## config.mk

```make
export PLATFORM = sky130hd
export DESIGN_NAME = uart_tx_flat
export DESIGN_NICKNAME = d
export VERILOG_FILES = /design/src/rtl/uart_pkg.sv /design/src/rtl/uart_tx_if.sv /design/src/rtl/uart_bit_timer.sv /design/src/rtl/uart_tx.sv /design/src/flat_wrapper.sv
export SDC_FILE = /design/constraint.sdc
export NUM_CORES = 1
export LEC_CHECK = 0
export ABC_AREA = 1
export CAP_MARGIN = 20
export CORE_MARGIN = 1
export CORE_UTILIZATION = 60
export DETAILED_ROUTE_END_ITERATION = 12
export PLACE_DENSITY_LB_ADDON = 0.15
export SLEW_MARGIN = 30
export SYNTH_ARGS = -nofsm -noshare
export SYNTH_HDL_FRONTEND = slang
export SYNTH_SLANG_ARGS = --single-unit
```

## constraint.sdc

```tcl
create_clock -name i_Clock -period 3.7 [get_ports i_Clock]
set_clock_uncertainty 0.2 [all_clocks]
set_input_delay 1.11 -clock i_Clock [delete_from_list [all_inputs] [get_ports i_Clock]]
set_output_delay 1.11 -clock i_Clock [all_outputs]
set_load 0.02 [all_outputs]
```

## src/rtl/uart_pkg.sv

```systemverilog
// uart_pkg: shared definitions for the UART transmitter and receiver.
//   - uart_state_t : state encoding; names match the receiver's states.
//   - DATA_BITS, STOP_BITS : frame shape.
//   - CLKS_PER_BIT_DEFAULT : default clock cycles per serial bit.
package uart_pkg;

    localparam int DATA_BITS            = 8;
    localparam int STOP_BITS            = 1;
    localparam int CLKS_PER_BIT_DEFAULT = 217;

    typedef enum logic [2:0] {
        IDLE          = 3'd0,
        TX_START_BIT  = 3'd1,
        TX_DATA_BITS  = 3'd2,
        TX_PARITY_BIT = 3'd3,
        TX_STOP_BIT   = 3'd4
    } uart_state_t;

endpackage

```

## src/rtl/uart_tx_if.sv

```systemverilog
// uart_tx_if: byte-level handshake and line signals of the UART transmitter.
//   i_TX_DV     : byte-valid strobe from the producer.
//   i_TX_Byte   : byte to send.
//   o_TX_Ready  : holding register empty.
//   o_TX_Active : frame in progress.
//   o_TX_Serial : serial line, idles high.
//   o_TX_Done   : one-cycle pulse at the end of each stop bit.
// Modports: master = producer side, slave = transmitter side.
interface uart_tx_if;
    import uart_pkg::*;

    logic                 i_TX_DV;
    logic [DATA_BITS-1:0] i_TX_Byte;
    logic                 o_TX_Ready;
    logic                 o_TX_Active;
    logic                 o_TX_Serial;
    logic                 o_TX_Done;

    modport master (
        output i_TX_DV,
        output i_TX_Byte,
        input  o_TX_Ready,
        input  o_TX_Active,
        input  o_TX_Serial,
        input  o_TX_Done
    );

    modport slave (
        input  i_TX_DV,
        input  i_TX_Byte,
        output o_TX_Ready,
        output o_TX_Active,
        output o_TX_Serial,
        output o_TX_Done
    );

endinterface

```

## src/rtl/uart_bit_timer.sv

```systemverilog
// uart_bit_timer: counts i_Clock cycles within one serial bit.
//   i_Clock, i_Reset : clock, asynchronous active-high reset.
//   clear            : restart the count at zero (frame start).
//   enable           : count while a frame is on the line.
//   bit_end          : high in the last cycle of each bit (count == CLKS_PER_BIT-1).
// Shared with the receiver, so it carries no transmitter-specific logic.
module uart_bit_timer
    import uart_pkg::*;
#(
    parameter int CLKS_PER_BIT = CLKS_PER_BIT_DEFAULT
) (
    input  logic i_Clock,
    input  logic i_Reset,
    input  logic clear,
    input  logic enable,
    output logic bit_end
);

    localparam int                CNT_W = $clog2(CLKS_PER_BIT) + 1;
    localparam logic [CNT_W-1:0]  LAST  = CNT_W'(CLKS_PER_BIT - 1);

    logic [CNT_W-1:0] count;

    always_ff @(posedge i_Clock or posedge i_Reset) begin
        if (i_Reset) begin
            count <= '0;
        end else if (clear) begin
            count <= '0;
        end else if (enable) begin
            if (count == LAST) begin
                count <= '0;
            end else begin
                count <= count + 1'b1;
            end
        end
    end

    assign bit_end = enable && !clear && (count == LAST);

endmodule

```

## src/rtl/uart_tx.sv

```systemverilog
// uart_tx: UART transmitter, 8 data bits LSB first, 1 start, 1 stop bit,
// with a one-byte holding register so frames can run back to back.
//   i_Clock : system clock, rising edge.
//   i_Reset : asynchronous active-high reset; aborts any frame in flight.
//   tx_bus  : uart_tx_if.slave (byte handshake in, serial line and status out).
// Build option: define UART_TX_PARITY_EN to add a parity bit
// (value ^byte ^ PARITY_ODD) between the last data bit and the stop bit.
//
//   state         | meaning
//   --------------+---------------------------------------------------
//   IDLE          | line high, waiting for a byte
//   TX_START_BIT  | driving the start bit (0)
//   TX_DATA_BITS  | driving shifter[bit_index], LSB first
//   TX_PARITY_BIT | driving the parity bit (parity builds only)
//   TX_STOP_BIT   | driving the stop bit (1); chains the next byte if any
module uart_tx
    import uart_pkg::*;
#(
    parameter int CLKS_PER_BIT = CLKS_PER_BIT_DEFAULT,
    parameter int PARITY_ODD   = 0
) (
    input  logic      i_Clock,
    input  logic      i_Reset,
    uart_tx_if.slave  tx_bus
);

    localparam logic [2:0] LAST_INDEX = 3'(DATA_BITS - 1);

    if (CLKS_PER_BIT < 2) begin : g_bad_clks
        $error("uart_tx: CLKS_PER_BIT must be at least 2");
    end
    if (PARITY_ODD != 0 && PARITY_ODD != 1) begin : g_bad_parity
        $error("uart_tx: PARITY_ODD must be 0 or 1");
    end
    if (STOP_BITS != 1) begin : g_bad_stop
        $error("uart_tx: only one stop bit is supported");
    end

    uart_state_t          state;
    logic [DATA_BITS-1:0] shifter;
    logic [DATA_BITS-1:0] hold;
    logic                 hold_full;
    logic [2:0]           bit_index;
    logic [2:0]           next_index;
    logic                 accept;
    logic                 bit_end;
    logic                 timer_clear;
    logic                 frame_end;

    assign accept      = tx_bus.i_TX_DV && !hold_full;
    assign timer_clear = (state == IDLE) && accept;
    assign frame_end   = (state == TX_STOP_BIT) && bit_end;
    assign tx_bus.o_TX_Ready = !hold_full;

    always_comb begin
        next_index = bit_index + 3'd1;
    end

    uart_bit_timer #(
        .CLKS_PER_BIT (CLKS_PER_BIT)
    ) u_bit_timer (
        .i_Clock (i_Clock),
        .i_Reset (i_Reset),
        .clear   (timer_clear),
        .enable  (state != IDLE),
        .bit_end (bit_end)
    );

    always_ff @(posedge i_Clock or posedge i_Reset) begin
        if (i_Reset) begin
            state              <= IDLE;
            shifter            <= '0;
            hold               <= '0;
            hold_full          <= 1'b0;
            bit_index          <= '0;
            tx_bus.o_TX_Serial <= 1'b1;
            tx_bus.o_TX_Active <= 1'b0;
            tx_bus.o_TX_Done   <= 1'b0;
        end else begin
            tx_bus.o_TX_Done <= 1'b0;

            // A byte accepted mid-frame is parked, except on the final stop
            // edge with the holding register empty: then it goes straight
            // into the shifter below.
            if (accept && state != IDLE && !frame_end) begin
                hold      <= tx_bus.i_TX_Byte;
                hold_full <= 1'b1;
            end

            case (state)
                IDLE: begin
                    tx_bus.o_TX_Serial <= 1'b1;
                    tx_bus.o_TX_Active <= 1'b0;
                    bit_index          <= '0;
                    if (accept) begin
                        shifter            <= tx_bus.i_TX_Byte;
                        state              <= TX_START_BIT;
                        tx_bus.o_TX_Serial <= 1'b0;
                        tx_bus.o_TX_Active <= 1'b1;
                    end
                end

                TX_START_BIT: begin
                    if (bit_end) begin
                        state              <= TX_DATA_BITS;
                        bit_index          <= '0;
                        tx_bus.o_TX_Serial <= shifter[0];
                    end
                end

                TX_DATA_BITS: begin
                    if (bit_end) begin
                        if (bit_index == LAST_INDEX) begin
`ifdef UART_TX_PARITY_EN
                            state              <= TX_PARITY_BIT;
                            tx_bus.o_TX_Serial <= (^shifter) ^ 1'(PARITY_ODD);
`else
                            state              <= TX_STOP_BIT;
                            tx_bus.o_TX_Serial <= 1'b1;
`endif
                        end else begin
                            bit_index          <= next_index;
                            tx_bus.o_TX_Serial <= shifter[next_index];
                        end
                    end
                end

`ifdef UART_TX_PARITY_EN
                TX_PARITY_BIT: begin
                    if (bit_end) begin
                        state              <= TX_STOP_BIT;
                        tx_bus.o_TX_Serial <= 1'b1;
                    end
                end
`endif

                TX_STOP_BIT: begin
                    if (bit_end) begin
                        tx_bus.o_TX_Done <= 1'b1;
                        if (hold_full) begin
                            shifter            <= hold;
                            hold_full          <= 1'b0;
                            state              <= TX_START_BIT;
                            tx_bus.o_TX_Serial <= 1'b0;
                        end else if (accept) begin
                            shifter            <= tx_bus.i_TX_Byte;
                            state              <= TX_START_BIT;
                            tx_bus.o_TX_Serial <= 1'b0;
                        end else begin
                            state              <= IDLE;
                            tx_bus.o_TX_Serial <= 1'b1;
                            tx_bus.o_TX_Active <= 1'b0;
                        end
                    end
                end

                default: begin
                    state              <= IDLE;
                    tx_bus.o_TX_Serial <= 1'b1;
                    tx_bus.o_TX_Active <= 1'b0;
                end
            endcase
        end
    end

endmodule

```

## src/flat_wrapper.sv

```systemverilog
// flat-port wrapper written by rule: the top's interface ports become plain ports
module uart_tx_flat import uart_pkg::*;
#(
    parameter int CLKS_PER_BIT = CLKS_PER_BIT_DEFAULT,
    parameter int PARITY_ODD   = 0
)
  (i_Clock, i_Reset, tx_bus_i_TX_DV, tx_bus_i_TX_Byte, tx_bus_o_TX_Ready, tx_bus_o_TX_Active, tx_bus_o_TX_Serial, tx_bus_o_TX_Done);
  uart_tx_if tx_bus_i ();
  input  logic i_Clock;
  input  logic i_Reset;
  input wire logic [$bits(tx_bus_i.i_TX_DV)-1:0] tx_bus_i_TX_DV;
  input wire logic [$bits(tx_bus_i.i_TX_Byte)-1:0] tx_bus_i_TX_Byte;
  output wire logic [$bits(tx_bus_i.o_TX_Ready)-1:0] tx_bus_o_TX_Ready;
  output wire logic [$bits(tx_bus_i.o_TX_Active)-1:0] tx_bus_o_TX_Active;
  output wire logic [$bits(tx_bus_i.o_TX_Serial)-1:0] tx_bus_o_TX_Serial;
  output wire logic [$bits(tx_bus_i.o_TX_Done)-1:0] tx_bus_o_TX_Done;
  assign tx_bus_i.i_TX_DV = tx_bus_i_TX_DV;
  assign tx_bus_i.i_TX_Byte = tx_bus_i_TX_Byte;
  assign tx_bus_o_TX_Ready = tx_bus_i.o_TX_Ready;
  assign tx_bus_o_TX_Active = tx_bus_i.o_TX_Active;
  assign tx_bus_o_TX_Serial = tx_bus_i.o_TX_Serial;
  assign tx_bus_o_TX_Done = tx_bus_i.o_TX_Done;
  uart_tx #(.CLKS_PER_BIT(CLKS_PER_BIT), .PARITY_ODD(PARITY_ODD)) u_core (.i_Clock(i_Clock), .i_Reset(i_Reset), .tx_bus(tx_bus_i));
endmodule
```

Word-level counts from Yosys, hierarchy flattened
Index checks and enable logic that the tools add are counted.
Storage, ports and cells
  memory bits (read-only): 0
  RAM bits: 0
  memories kept: 0
  bits in latches: 0
  input port bits: 11
  bits in registers: 35
Operators by class
  $lt $le $gt $ge: 1
  add/subtract/negate cells: 2
  muxes and demuxes: 39
  shift operators: 0
  divide/modulo/power cells: 0
  reduce and logical (&&, ||, !) cells: 21
  multiply operators: 0
  eq/ne operators: 13
  bitwise gates (word level): 1
Operators with widths (count)
  3-bit 2-to-1 mux: 9
  9-bit 2-to-1 mux: 3
  8-bit 2-to-1 mux: 3
  1-bit 2-to-1 mux: 18
  8-bit case mux with 2 select lines: 1
  3-bit case mux with 4 select lines: 1
  2-bit by 1-bit != test with 1-bit output (second input constant): 5
  9-bit by 1-bit adder with 9-bit output (second input constant): 1
  9-bit by 8-bit equality test with 1-bit output (second input constant): 1
  3-bit case mux with 3 select lines: 1
  4-bit AND reduction: 2
  1-bit logical AND: 7
  3-bit equality test (second input constant): 2
  2-bit != test (second input constant): 3
  3-bit nonzero test: 2
  5-bit AND reduction: 1
  3-bit by 4-bit less-than comparator with 1-bit output (second input constant): 1
  1-bit case mux with 4 select lines: 1
  2-bit nonzero test: 2
  3-bit by 1-bit adder with 3-bit output (second input constant): 1
  1-bit binary-select mux with 3-bit select: 1
  3-bit by 1-bit equality test with 1-bit output (second input constant): 1
  3-bit by 2-bit equality test with 1-bit output (second input constant): 1
  1-bit zero test: 3
  other kinds (6): 6

Longest topological paths before layout
  depth after elaboration: 13
  depth in mapped cells: 11

By module
A second synthesis with hierarchy kept.
Second synthesis, totals
  cells, all modules: 224
  area, all modules: 1970.6 um^2
By module, submodules not included
  uart_tx: cells an instance 146, times used 1, area an instance 1377.6 um^2, sequential area each 651.9 um^2
  uart_bit_timer: cells an instance 78, times used 1, area an instance 593.1 um^2, sequential area each 225.2 um^2

Worst setup path before layout
Ideal clock, no wire load.
  kind: input -> register
  from: in tx_bus_i_TX_DV
  to: reg u_core.shifter[4]
  arrival time: 1.870 ns
  data required time: 3.426 ns
  buffers on the path: 2
  stages on the path: 8
  path slack: 1.556 ns
  path through: nand2_1 > buf_2 > clkbuf_2 > o21ai_0 > inv_1 > a21oi_1 > nand2_1 > o21ai_2
On the way
  word-level cells in the longest chain between the ends: 7
  elaborated cells on any way between the ends: 11
Ends and longest elaborated chain
  from (decl): RTL line flat_wrapper.sv:11  | input wire logic [$bits(tx_bus_i.i_TX_DV)-1:0] tx_bus_i_TX_DV;
  1-bit logical AND (*): RTL line uart_tx.sv:50  | assign accept = tx_bus.i_TX_DV && !hold_full;
  1-bit logical AND: RTL line uart_tx.sv:51  | assign timer_clear = (state == IDLE) && accept;
  1-bit zero test: RTL line uart_bit_timer.sv:38  | assign bit_end = enable && !clear && (count == LAST);
  1-bit logical AND (2 in series): RTL line uart_bit_timer.sv:38
  2-bit by 1-bit != test with 1-bit output (no source line)
  2-bit AND reduction (no source line)
  to (signal assigned): RTL line uart_tx.sv:96  | shifter <= tx_bus.i_TX_Byte;
  to (signal assigned): RTL line uart_tx.sv:141  | shifter <= hold;
  to (signal assigned): RTL line uart_tx.sv:146  | shifter <= tx_bus.i_TX_Byte;
  to (decl): RTL line uart_tx.sv:40  | logic [DATA_BITS-1:0] shifter;
Every way passes the cells marked *; elsewhere a longest branch is shown, timed or not. The select of a mux whose other input is x is not followed.
A chain may end at the register's enable or synchronous reset.

Worst setup path in the final report
  from: reg u_core.tx_bus.o_TX_Serial
  to: out tx_bus_o_TX_Serial
RTL lines
  from (decl): RTL line uart_tx_if.sv:33  | output o_TX_Serial,
  from (signal assigned): RTL line uart_tx.sv:107  | tx_bus.o_TX_Serial <= shifter[0];
  from (signal assigned): RTL line uart_tx.sv:123  | tx_bus.o_TX_Serial <= shifter[next_index];
  to (decl): RTL line flat_wrapper.sv:15  | output wire logic [$bits(tx_bus_i.o_TX_Serial)-1:0] tx_bus_o_TX_Serial;
No word-level cell between the ends.

==> flow_summary.ini <==
[routing]
dr.pass1.iters = 4
wl_um = 3830
drt-initial-drc-count = 86
num_vias = 1648
drc = 0
wl_per_cell_um = 11.75
antenna_left = 0
via_per_inst = 5.055

[timing]
fin_crit_sh_pct = 74.75
max_slew.worst_pin.slew_ns = 0.4493
period_needed_ns = 2.766
setup_violations = 0
final_max_slew_viol_count = 0
fmax_mhz = 361.5
slew_headroom_pct = 70.04
setup_slack_ns = 0.9341
rsz0062_at_grt = false
final_hold_viol_count = 0
tns_ns = 0

[layout]
drive_gt1_share_pct = 9.220
syn_to_final_growth_pct = 11.00
final_nets = 296
antenna_cells = 0

[logic_synthesis]
synth_top_area_share_pct = 42.50
syn_nets = 279
async_reset_ff_share_pct = 100.0
synth_edf_count = 0
yosys_most_used_dff = dfrtp_1
syn_inst = 264
syn-cell-area_sq_um = 2002
ys_types = 27
ys_ff_latch = 35
yosys.area.top_type = dfrtp_1
synth_common_cells = nand2_1 (65), inv_1 (44), dfrtp_1 (34)
yosys_warnings = 0
yosysMostFrequentCell = nand2_1
synthTopCellsByArea = dfrtp_1 (43%), nand2_1 (12%), inv_1 (8.3%), o21ai_0 (6.0%), nand3_1 (4.3%)
synth.avg_cell_area_sq_um = 7.583
yosysSeqAreaShare_pct = 43.81

[global_route]
grtUsageTotal_pct = 25.54
grt_pass1_wl_um = 6610
grtUsageMet3_pct = 5.411
top_usage_layer = met2
grt_max_degree = 36
grt_util_met1_pct = 34.36
grt_pass1_vias = 1500
overflow = 0
antenna_found_initial = 0
met2_usage_pct = 39.21

[cts]
clkSinkCount = 35
root_buffer = clkbuf_4
h-tree-depth = 2
clockBufferDepth = 2
cts_setup_buffers = 0
cts_inserted_buffers = 5
cts.repair.resized = 0
clk_pin_slew_ns = 0.09
cts_tree = yes
holdBufCountCts = 0
worst_skew_pair.late_latency_ns = 0.33

[outcome]
outcome = complete, no violations

[floorplan]
rows = 20
die_area_sq_um = 3571
coreArea_sq_um = 3103
die_h_um = 59.76
fp.dieW_um = 59.76
start_util_pct = 64.52
ios = 15

[worst_setup_path]
worstSetupPathType = register to primary output
cp.required_ns = 2.39
cp.arrival_ns = 1.46
worst-r2r-cell-count = 10
cp_num_buf_inv = 1
r2r_setup_slack_ns = 1.94
cp-end-kind = primary output
cpLargestDelayFamily = buffers and inverters
cp_max_fo = 2
cp_slowest_stage_delay_ns = 0.59
r2r-start = u_core.u_bit_timer.count[0]
critPathLaunchType = register
regToRegEndpoint = u_core.hold[4]
crit_path_top_delay_cell = clkdlybuf4s50_1
crit_chain = clkdlybuf4s50_1

[power]
leakagePower_nw = 1.279
ir_drop_mv = 0.3490
power_density_nw_per_um2 = 285.9

[min_path]
min_to = u_core.bit_index[1]
hold_depth = 2
hold_start = u_core.bit_index[1]
hp-class = register to register

[job]
max-cap-violations = 0

[placement]
port_buffers = 14
dp_slack_ns = 0.9262
gp_congestion = 0.8696
hpwl_um = 2868
## state kept, by name (all words and copies together) (netlist names)
name                       cells
u_core.hold                    8
u_core.u_bit_timer.count       9
u_core.hold_full               1
u_core.shifter                 8
u_core.state                   3
u_core.bit_index               3
u_core.tx_bus.o_TX_Serial      1
u_core.tx_bus.o_TX_Active      1
u_core.tx_bus.o_TX_Done        1
## through the flow
stage | instance area [sq um] | hold slack [ns] | util, % | instances | total power, mW
2_1_floorplan | 2002 | 0.2483 | - | 264 | 0.3977
3_3_place_gp | 2153 | 0.2701 | 69.40 | 318 | 0.4118
3_5_place_dp | 2153 | 0.2707 | 69.40 | 318 | 0.4122
4_1_cts | 2222 | 0.2986 | 71.61 | 326 | 0.6419
5_1_grt | 2222 | 0.3244 | 71.61 | 326 | 0.6673
6_report | 2222 | 0.2954 | 71.61 | 326 | 0.6354
## worst max-delay path by stage
stage                                    from                 end  slack, ns  cells after the start
floorplan                      tx_bus_i_TX_DV   u_core.shifter[4]       1.56                      8
global placement               tx_bus_i_TX_DV     u_core.state[1]       0.95                      7
detailed placement             tx_bus_i_TX_DV     u_core.state[1]       0.93                      7
CTS                 u_core.tx_bus.o_TX_Serial  tx_bus_o_TX_Serial       0.91                      1
global route                 u_core.hold_full   tx_bus_o_TX_Ready       0.88                      2
finish              u_core.tx_bus.o_TX_Serial  tx_bus_o_TX_Serial       0.93                      1
## cell usage in the layout (no fill, tap or decap)
| cell | instances |
|---|---|
| clkbuf_1 | 1 |
| nand2_4 | 1 |
| nand2_1 | 65 |
| xor2_1 | 4 |
| nand4_1 | 2 |
| xnor2_1 | 1 |
| o21ai_0 | 24 |
| nand3_4 | 1 |
| clkdlybuf4s50_1 | 14 |
| nand3_1 | 17 |
| o21ai_2 | 3 |
| o22ai_1 | 4 |
| nand2_2 | 4 |
| nor2_4 | 3 |
| inv_2 | 3 |
| nand3b_1 | 1 |
| clkbuf_8 | 2 |
| clkbuf_4 | 5 |
| or2_2 | 1 |
| ha_1 | 4 |
| inv_1 | 44 |
| dfrtp_1 | 34 |
| a21oi_1 | 11 |
| o21ai_1 | 8 |
| buf_4 | 2 |
| dfstp_2 | 1 |
| o211ai_1 | 1 |
| nor2_1 | 21 |
## power by group
group / internal (mW) / switching [mW] / total (mW)
sequential: 0.382 / 0 / 0.382
combinational: 0.0105 / 0.0112 / 0.0217
clock: 0.112 / 0.120 / 0.231
total: 0.505 / 0.131 / 0.635
## worst reg2reg max path: stages (launching register included)
cell     delay, ns
dfrtp_1       0.41
inv_1         0.10
ha_1          0.14
nand2_1       0.05
nor2_1        0.13
nand2_2       0.12
nor2_4        0.13
inv_2         0.07
nand3_4       0.16
nand2_1       0.07
o21ai_1       0.10
## routing by layer
layer,wire length [um],vias up
li1,-,862
met1,1881,742
met2,1692,36
met3,181,8
met4,74,0
met5,0,-
## kinds of logic after synthesis
family                   synth area share [%]
adder cells (fa/ha/maj)                 2.500
XOR/XNOR                                2.187
AO/OA/AOI/OAI                           13.69
buffers and inverters                   11.75
AND/OR/NAND/NOR                         26.06
flip-flops                              43.81
## area by class of cell
cell class	count	area, sq um
clock buffer	8	68.82
fill	264	880.8
inverter	47	176.4
multi-input combinational	176	889.6
sequential	35	877.1
tap	44	55.05
timing repair buffer	16	155.1
Note: power is estimated with default switching activity, not from simulation.
